`config.mk`:
```
export PLATFORM = sky130hd
export DESIGN_NAME = pipe_stall_ctrl
export DESIGN_NICKNAME = d
export VERILOG_FILES = /design/src/rtl/pipe_stall_ctrl.sv
export SDC_FILE = /design/constraint.sdc
export NUM_CORES = 1
export LEC_CHECK = 0
export BUFFER_PORTS_ARGS = -buffer_cell sky130_fd_sc_hd__buf_2
export CAP_MARGIN = 20
export CORE_MARGIN = 1
export CORE_UTILIZATION = 48
export DETAILED_ROUTE_END_ITERATION = 6
export PLACE_DENSITY = 0.91
export SLEW_MARGIN = 20
export SYNTH_ARGS = -nofsm -noshare
export SYNTH_HDL_FRONTEND = slang
export SYNTH_SLANG_ARGS = --single-unit
```
`constraint.sdc`:
```
create_clock -name clock -period 2.7 [get_ports clock]
set_input_delay 0.27 -clock clock [delete_from_list [all_inputs] [get_ports clock]]
set_output_delay 0.27 -clock clock [all_outputs]
set_load 0.01 [all_outputs]
```
`src/rtl/pipe_stall_ctrl.sv`:
```
// Hazard/stall sequencer for IF stage and IF/ID register: load-use, MDU and imem-wait stalls.
// Optional STALL_CNT_EN macro builds the 32-bit stall-cycle counter; otherwise stall_cycles is 0.
module pipe_stall_ctrl #(
  parameter int unsigned MDU_LAT   = 32,
  parameter int unsigned CNT_W     = 6,
  parameter int unsigned FETCH_TMO = 64,
  parameter int unsigned TMO_W     = 8
) (
  input  logic        clock,
  input  logic        resetn,
  input  logic [4:0]  rs,
  input  logic [4:0]  rt,
  input  logic        i_rs,
  input  logic        i_rt,
  input  logic [4:0]  ern,
  input  logic        ewreg,
  input  logic        em2reg,
  input  logic        mdu_start,
  input  logic        imem_ready,
  output logic        wpcir,
  output logic        bubble,
  output logic        mdu_busy,
  output logic        fetch_err,
  output logic [31:0] stall_cycles
);

  localparam logic [1:0] RUN   = 2'd0;
  localparam logic [1:0] MDU   = 2'd1;
  localparam logic [1:0] FETCH = 2'd2;

  logic [1:0]       state, state_nxt;
  logic [CNT_W-1:0] cnt, cnt_nxt;
  logic [TMO_W-1:0] fcnt, fcnt_nxt;
  logic             lu, in_mdu, go;

  assign lu = ewreg & em2reg & (ern != 5'd0) &
              ((i_rs & (ern == rs)) | (i_rt & (ern == rt)));
  assign in_mdu = (state == MDU);

  // RUN, FETCH and the illegal encoding share the same advance condition
  assign go       = ~in_mdu & imem_ready & ~lu;
  assign wpcir    = resetn & go;
  assign bubble   = ~wpcir;
  assign mdu_busy = resetn & in_mdu;

  always_comb begin
    state_nxt = RUN;
    cnt_nxt   = cnt;
    case (state)
      RUN: begin
        if (go & mdu_start) begin
          state_nxt = MDU;
          cnt_nxt   = CNT_W'(MDU_LAT - 1);
        end else if (~imem_ready & ~lu) begin
          state_nxt = FETCH;
        end
      end
      MDU: begin
        if (cnt != '0) begin
          state_nxt = MDU;
          cnt_nxt   = cnt - CNT_W'(1);
        end
      end
      FETCH:   state_nxt = imem_ready ? RUN : FETCH;
      default: state_nxt = RUN;
    endcase
  end

  always_comb begin
    fcnt_nxt = fcnt;
    if (!in_mdu) begin
      if (imem_ready)
        fcnt_nxt = '0;
      else if (fcnt != TMO_W'(FETCH_TMO))
        fcnt_nxt = fcnt + TMO_W'(1);
    end
  end

  always_ff @(posedge clock or negedge resetn) begin
    if (!resetn) begin
      state     <= RUN;
      cnt       <= '0;
      fcnt      <= '0;
      fetch_err <= 1'b0;
    end else begin
      state     <= state_nxt;
      cnt       <= cnt_nxt;
      fcnt      <= fcnt_nxt;
      fetch_err <= fetch_err | (fcnt_nxt == TMO_W'(FETCH_TMO));
    end
  end

`ifdef STALL_CNT_EN
  logic [31:0] scnt;

  always_ff @(posedge clock or negedge resetn) begin
    if (!resetn)
      scnt <= '0;
    else if (!wpcir)
      scnt <= scnt + 32'd1;
  end

  assign stall_cycles = scnt;
`else
  assign stall_cycles = '0;
`endif

endmodule
```
Word-level counts from Yosys, hierarchy flattened:

Index checks and enable logic that the tools add are counted.

* output and inout bits: 36
* bits of input ports: 23
* flip-flop bits (word level): 17
* logic and storage cells: 47

* reduce and logical (&&, ||, !) cells: 5
* eq/ne operators: 8
* bitwise logic cells: 17
* multiplexer cells: 11
* $add $sub $neg: 2

Operators by type and width (number)
* 8-bit two-way mux: 3
* 6-bit two-way mux: 2
* 6-bit one-hot mux with 2 select lines: 1
* 1-bit AND: 11
* 5-bit equality test: 2
* 8-bit by 1-bit adder with 8-bit output, second input constant: 1
* 8-bit by 7-bit equality test with 1-bit output, second input constant: 1
* 8-bit by 7-bit != test with 1-bit output, second input constant: 1
* 2-bit two-way mux: 3
* 2-bit one-hot mux with 3 select lines: 1
* 6-bit nonzero test: 1
* 6-bit by 1-bit subtractor with 6-bit output, second input constant: 1
* 5-bit nonzero test: 1
* 1-bit inverter: 4
* 3-bit AND reduction: 1
* 2-bit by 1-bit equality test with 1-bit output, second input constant: 1
* 2-bit equality test, second input constant: 1
* 2-bit logical NOT: 1
* 2-bit by 1-bit != test with 1-bit output, second input constant: 1
* 2-bit != test, second input constant: 1
* 1-bit bitwise OR: 2
* 2-bit nonzero test: 1
* 1-bit two-way mux: 1

Longest topological paths before layout:

* word-level depth: 9
* gate-level depth with buffers: 8
* depth with buffers taken out: 7

Worst setup path after synthesis:

No wires, ideal clock.

* path type: reg2reg
* start point: reg fcnt[2]
* end point: reg fetch_err
* path buffers: 1
* required time: 2.580 ns
* setup slack: 0.738 ns
* data arrival time: 1.841 ns
* cell stages (with the launch flop): 7
* clock period less this slack: 1.962 ns
* setup time: 0.120 ns
* cells stage by stage: dfrtp_1 > or3_1 > or4_4 > buf_6 > mux2i_1 > a21oi_1 > a41o_1

* longest elaborated chain between the ends: 6
* elaborated cells between the ends (all ways): 7
* those cells by class: add/sub: 1; eq/ne: 2; mux: 3; bitwise: 1

RTL lines
* start, declared: RTL line 33 `logic [TMO_W-1:0] fcnt, fcnt_nxt;`
* start signal, assigned: RTL line 88 `fcnt <= fcnt_nxt;`
* 8-bit by 1-bit adder with 8-bit output / 8-bit by 7-bit != test with 1-bit output (equally long branches): RTL line 75, 74
* 8-bit two-way mux: RTL line 74 `else if (fcnt != TMO_W'(FETCH_TMO))`
* 8-bit two-way mux: RTL line 72 `if (imem_ready)`
* 8-bit two-way mux *: RTL line 71 `if (!in_mdu) begin`
* 8-bit by 7-bit equality test with 1-bit output *: RTL line 89 `fetch_err <= fetch_err | (fcnt_nxt == TMO_W'(FETCH_TMO));`
* 1-bit bitwise OR *: RTL line 89
* end signal, assigned: RTL line 89
* end, declared: RTL line 23 `output logic fetch_err,`

Mark *: on every way between the ends. The rest lies on a longest branch, timed or not.
A chain may end at the register's enable or synchronous reset.

Final worst setup path:

* start point: in ern[1]
* end point: out wpcir

* longest elaborated chain between the ends: 7
* elaborated cells between the ends (all ways): 11
* those cells by class: eq/ne: 2; bitwise: 8; reduce/logical: 1

RTL lines
* start, declared: RTL line 15 `input logic [4:0] ern,`
* 5-bit equality test: RTL line 37 `((i_rs & (ern == rs)) | (i_rt & (ern == rt)));`
* 1-bit AND: RTL line 37
* 1-bit bitwise OR: RTL line 37
* 1-bit AND *: RTL line 36 `assign lu = ewreg & em2reg & (ern != 5'd0) &`
* 1-bit inverter *: RTL line 41 `assign go = ~in_mdu & imem_ready & ~lu;`
* 1-bit AND *: RTL line 41
* 1-bit AND *: RTL line 42 `assign wpcir = resetn & go;`
* end, declared: RTL line 20 `output logic wpcir,`

Marked as above.

==> flow_summary.json <==
{
  "status": "complete, but fails checks",
  "violations": "DRC",
  "async_reset_ff_share_pct": 100.0,
  "final_cell_mix": "conb_1 (32), buf_2 (26), dfrtp_1 (17), xor2_1 (12), nor2_1 (10)",
  "cap_violations": 0,
  "die_area_um2": 3226,
  "cp-start-kind": "input port",
  "drtIter0Drc": 37,
  "cp.required_ps": 2430,
  "ys_types": 45,
  "core_um2": 2805,
  "gp_congestion": 0.8093,
  "crit_type": "in2out",
  "syn-cell-area_um2": 1441,
  "setup_tns_ps": 0,
  "hold_ws_ps": 253.7,
  "antenna_found_initial": 0,
  "wl_per_cell_um": 12.45,
  "grt_pass1_vias": 1074,
  "design_area_um2": 1480,
  "synthCells": 160,
  "leakagePower_nw": 0.7413,
  "worst-path-max-fanout": 7,
  "cts_resized": 0,
  "syn_avg_cell_area_um2": 9.009,
  "critPathCaptureType": "output pin",
  "dpl_cell_area_um2": 1444,
  "multi_input_area_um2": 830.8,
  "fillers": 257,
  "yosys_warnings": 0,
  "grt_overflow": 0,
  "cts_max_path_buffers": 2,
  "clkSinkCount": 17,
  "io_pins": 59,
  "via_count": 1183,
  "rows": 19,
  "dieWidth_um": 56.80,
  "num_antenna_cells": 0,
  "firstDrtPassIters": 6,
  "grt_util_all_layers_pct": 17.54,
  "hold_viol_final": 0,
  "maxSlewHeadroom_pct": 65.90,
  "worstPathArrival_ps": 1810,
  "fmax_mhz": 480.4,
  "post-dp-hpwl_um": 2051,
  "drive_gt1_share_pct": 19.35,
  "holdPathStages": 2,
  "grt_pass1_wl_um": 4443,
  "vias_per_cell": 5.452,
  "total_power_mw": 0.8471,
  "hold_path_class": "in2reg",
  "clk_latency_ps": 290,
  "ant_nets": 0,
  "skew_ps": 5.705,
  "max_slew.worst_pin.slew_ps": 511.4,
  "cts_root_buffer": "clkbuf_4",
  "clk_pin_slew_ps": 100,
  "drc": 6,
  "cts_buffers": 3,
  "cts_tree": "built",
  "peakVddDrop_uv": 327.0,
  "layout_commonest_cell": "conb_1",
  "fin_crit_sh_pct": 77.10,
  "register_area_um2": 425.4,
  "die_h_um": 56.80,
  "synth_ff_type": "dfrtp_1",
  "start_util_pct": 51.38,
  "fin_ws_ps": 618.2,
  "synth_edf_count": 0,
  "slew_violations": 0,
  "rsz0062_at_grt": "no",
  "ys_seq_area_share_pct": 29.51,
  "area_growth_pct": 2.691,
  "setup_violations": 0,
  "io_buffers": 26,
  "cts_htree_levels": 1,
  "p_per_area_nw_per_um2": 572.3,
  "post_cts_buffers": 0,
  "nets": 214,
  "period_needed_ps": 2082,
  "grt_max_degree": 21,
  "routed_wl_um": 2701,
  "ys_seq_elements": 17,
  "r2r_cells": 5,
  "pre_cts_ws_ps": 660.6
}
## repair_timing
action	4_1_cts	5_1_grt
hold buffers	1	0
setup endpoints to repair	0	0
endpoints found under the hold margin	17	0
## metal layers
metal  wire length [µm]  vias to the layer above  GRT usage, %
met5                  0                        -             0
met4                 26                        0         6.620
met3                153                        4         4.147
met2               1384                       54         30.10
met1               1136                      566         21.22
li1                   -                      559             -
## worst max-delay path: stages
cell and delay [ps]:
buf_2 120, or4_1 520, o211ai_1 320, or2_2 260
and4_1 190, buf_2 120
## cell usage after synthesis (4+ instances only)
master,n,share of area (%)
ha_1,4,3.5
nor3_1,4,1.4
xor2_1,12,7.3
mux2i_1,5,3.5
a21oi_1,5,1.7
nand4_1,5,2.2
nand2_1,7,1.8
buf_4,32,17
inv_1,5,1.3
o21ai_0,4,1.4
nor4_1,4,1.7
dfrtp_1,17,30
nor2_1,10,2.6
## per-stage QoR
step | util (%) | std cells
finish | 52.77 | 217
global route | 52.77 | 217
CTS | 52.77 | 217
detailed placement | 51.47 | 212
global placement | 51.47 | 212
floorplan | - | 191
## sequential cells by signal, indices dropped and copies added, names as in the netlist
signal	flops
cnt	6
fetch_err	1
state	2
fcnt	8
## where the power goes
part / switching (mW) / internal, mW / total [mW]
Sequential: 0.0789 / 0.305 / 0.384
Combinational: 0.183 / 0.142 / 0.325
Clock: 0.0806 / 0.0575 / 0.138
Total: 0.342 / 0.505 / 0.847
## layout make-up
class	instances	share of cell area, %
Inverter	5	1.268
Multi-Input combinational cell	133	56.13
Timing Repair Buffer	27	9.467
Sequential cell	17	28.74
Tap cell	31	2.620
Clock buffer	4	1.775
## cells by family after synthesis
kind of cell | Yosys count | synth area share [%]
compound gates | 26 | 13.28
xor+xnor | 15 | 9.115
fa+ha+maj | 4 | 3.472
buf+inv | 41 | 20.92
flops | 17 | 29.51
mux | 5 | 3.472
other cells | 1 | 0.2602
simple gates | 51 | 19.97
## final timing paths
path                                 start         to  slack (ps)
worst min-delay path            imem_ready   state[1]         250
worst max-delay path                ern[1]      wpcir         620
max in group asynchronous           resetn   state[0]        1970
worst max register to register     fcnt[2]  fetch_err         650
min in group asynchronous           resetn    fcnt[5]         430
worst min register to register      cnt[4]     cnt[4]         500
Power figures use the tool's default switching activity.
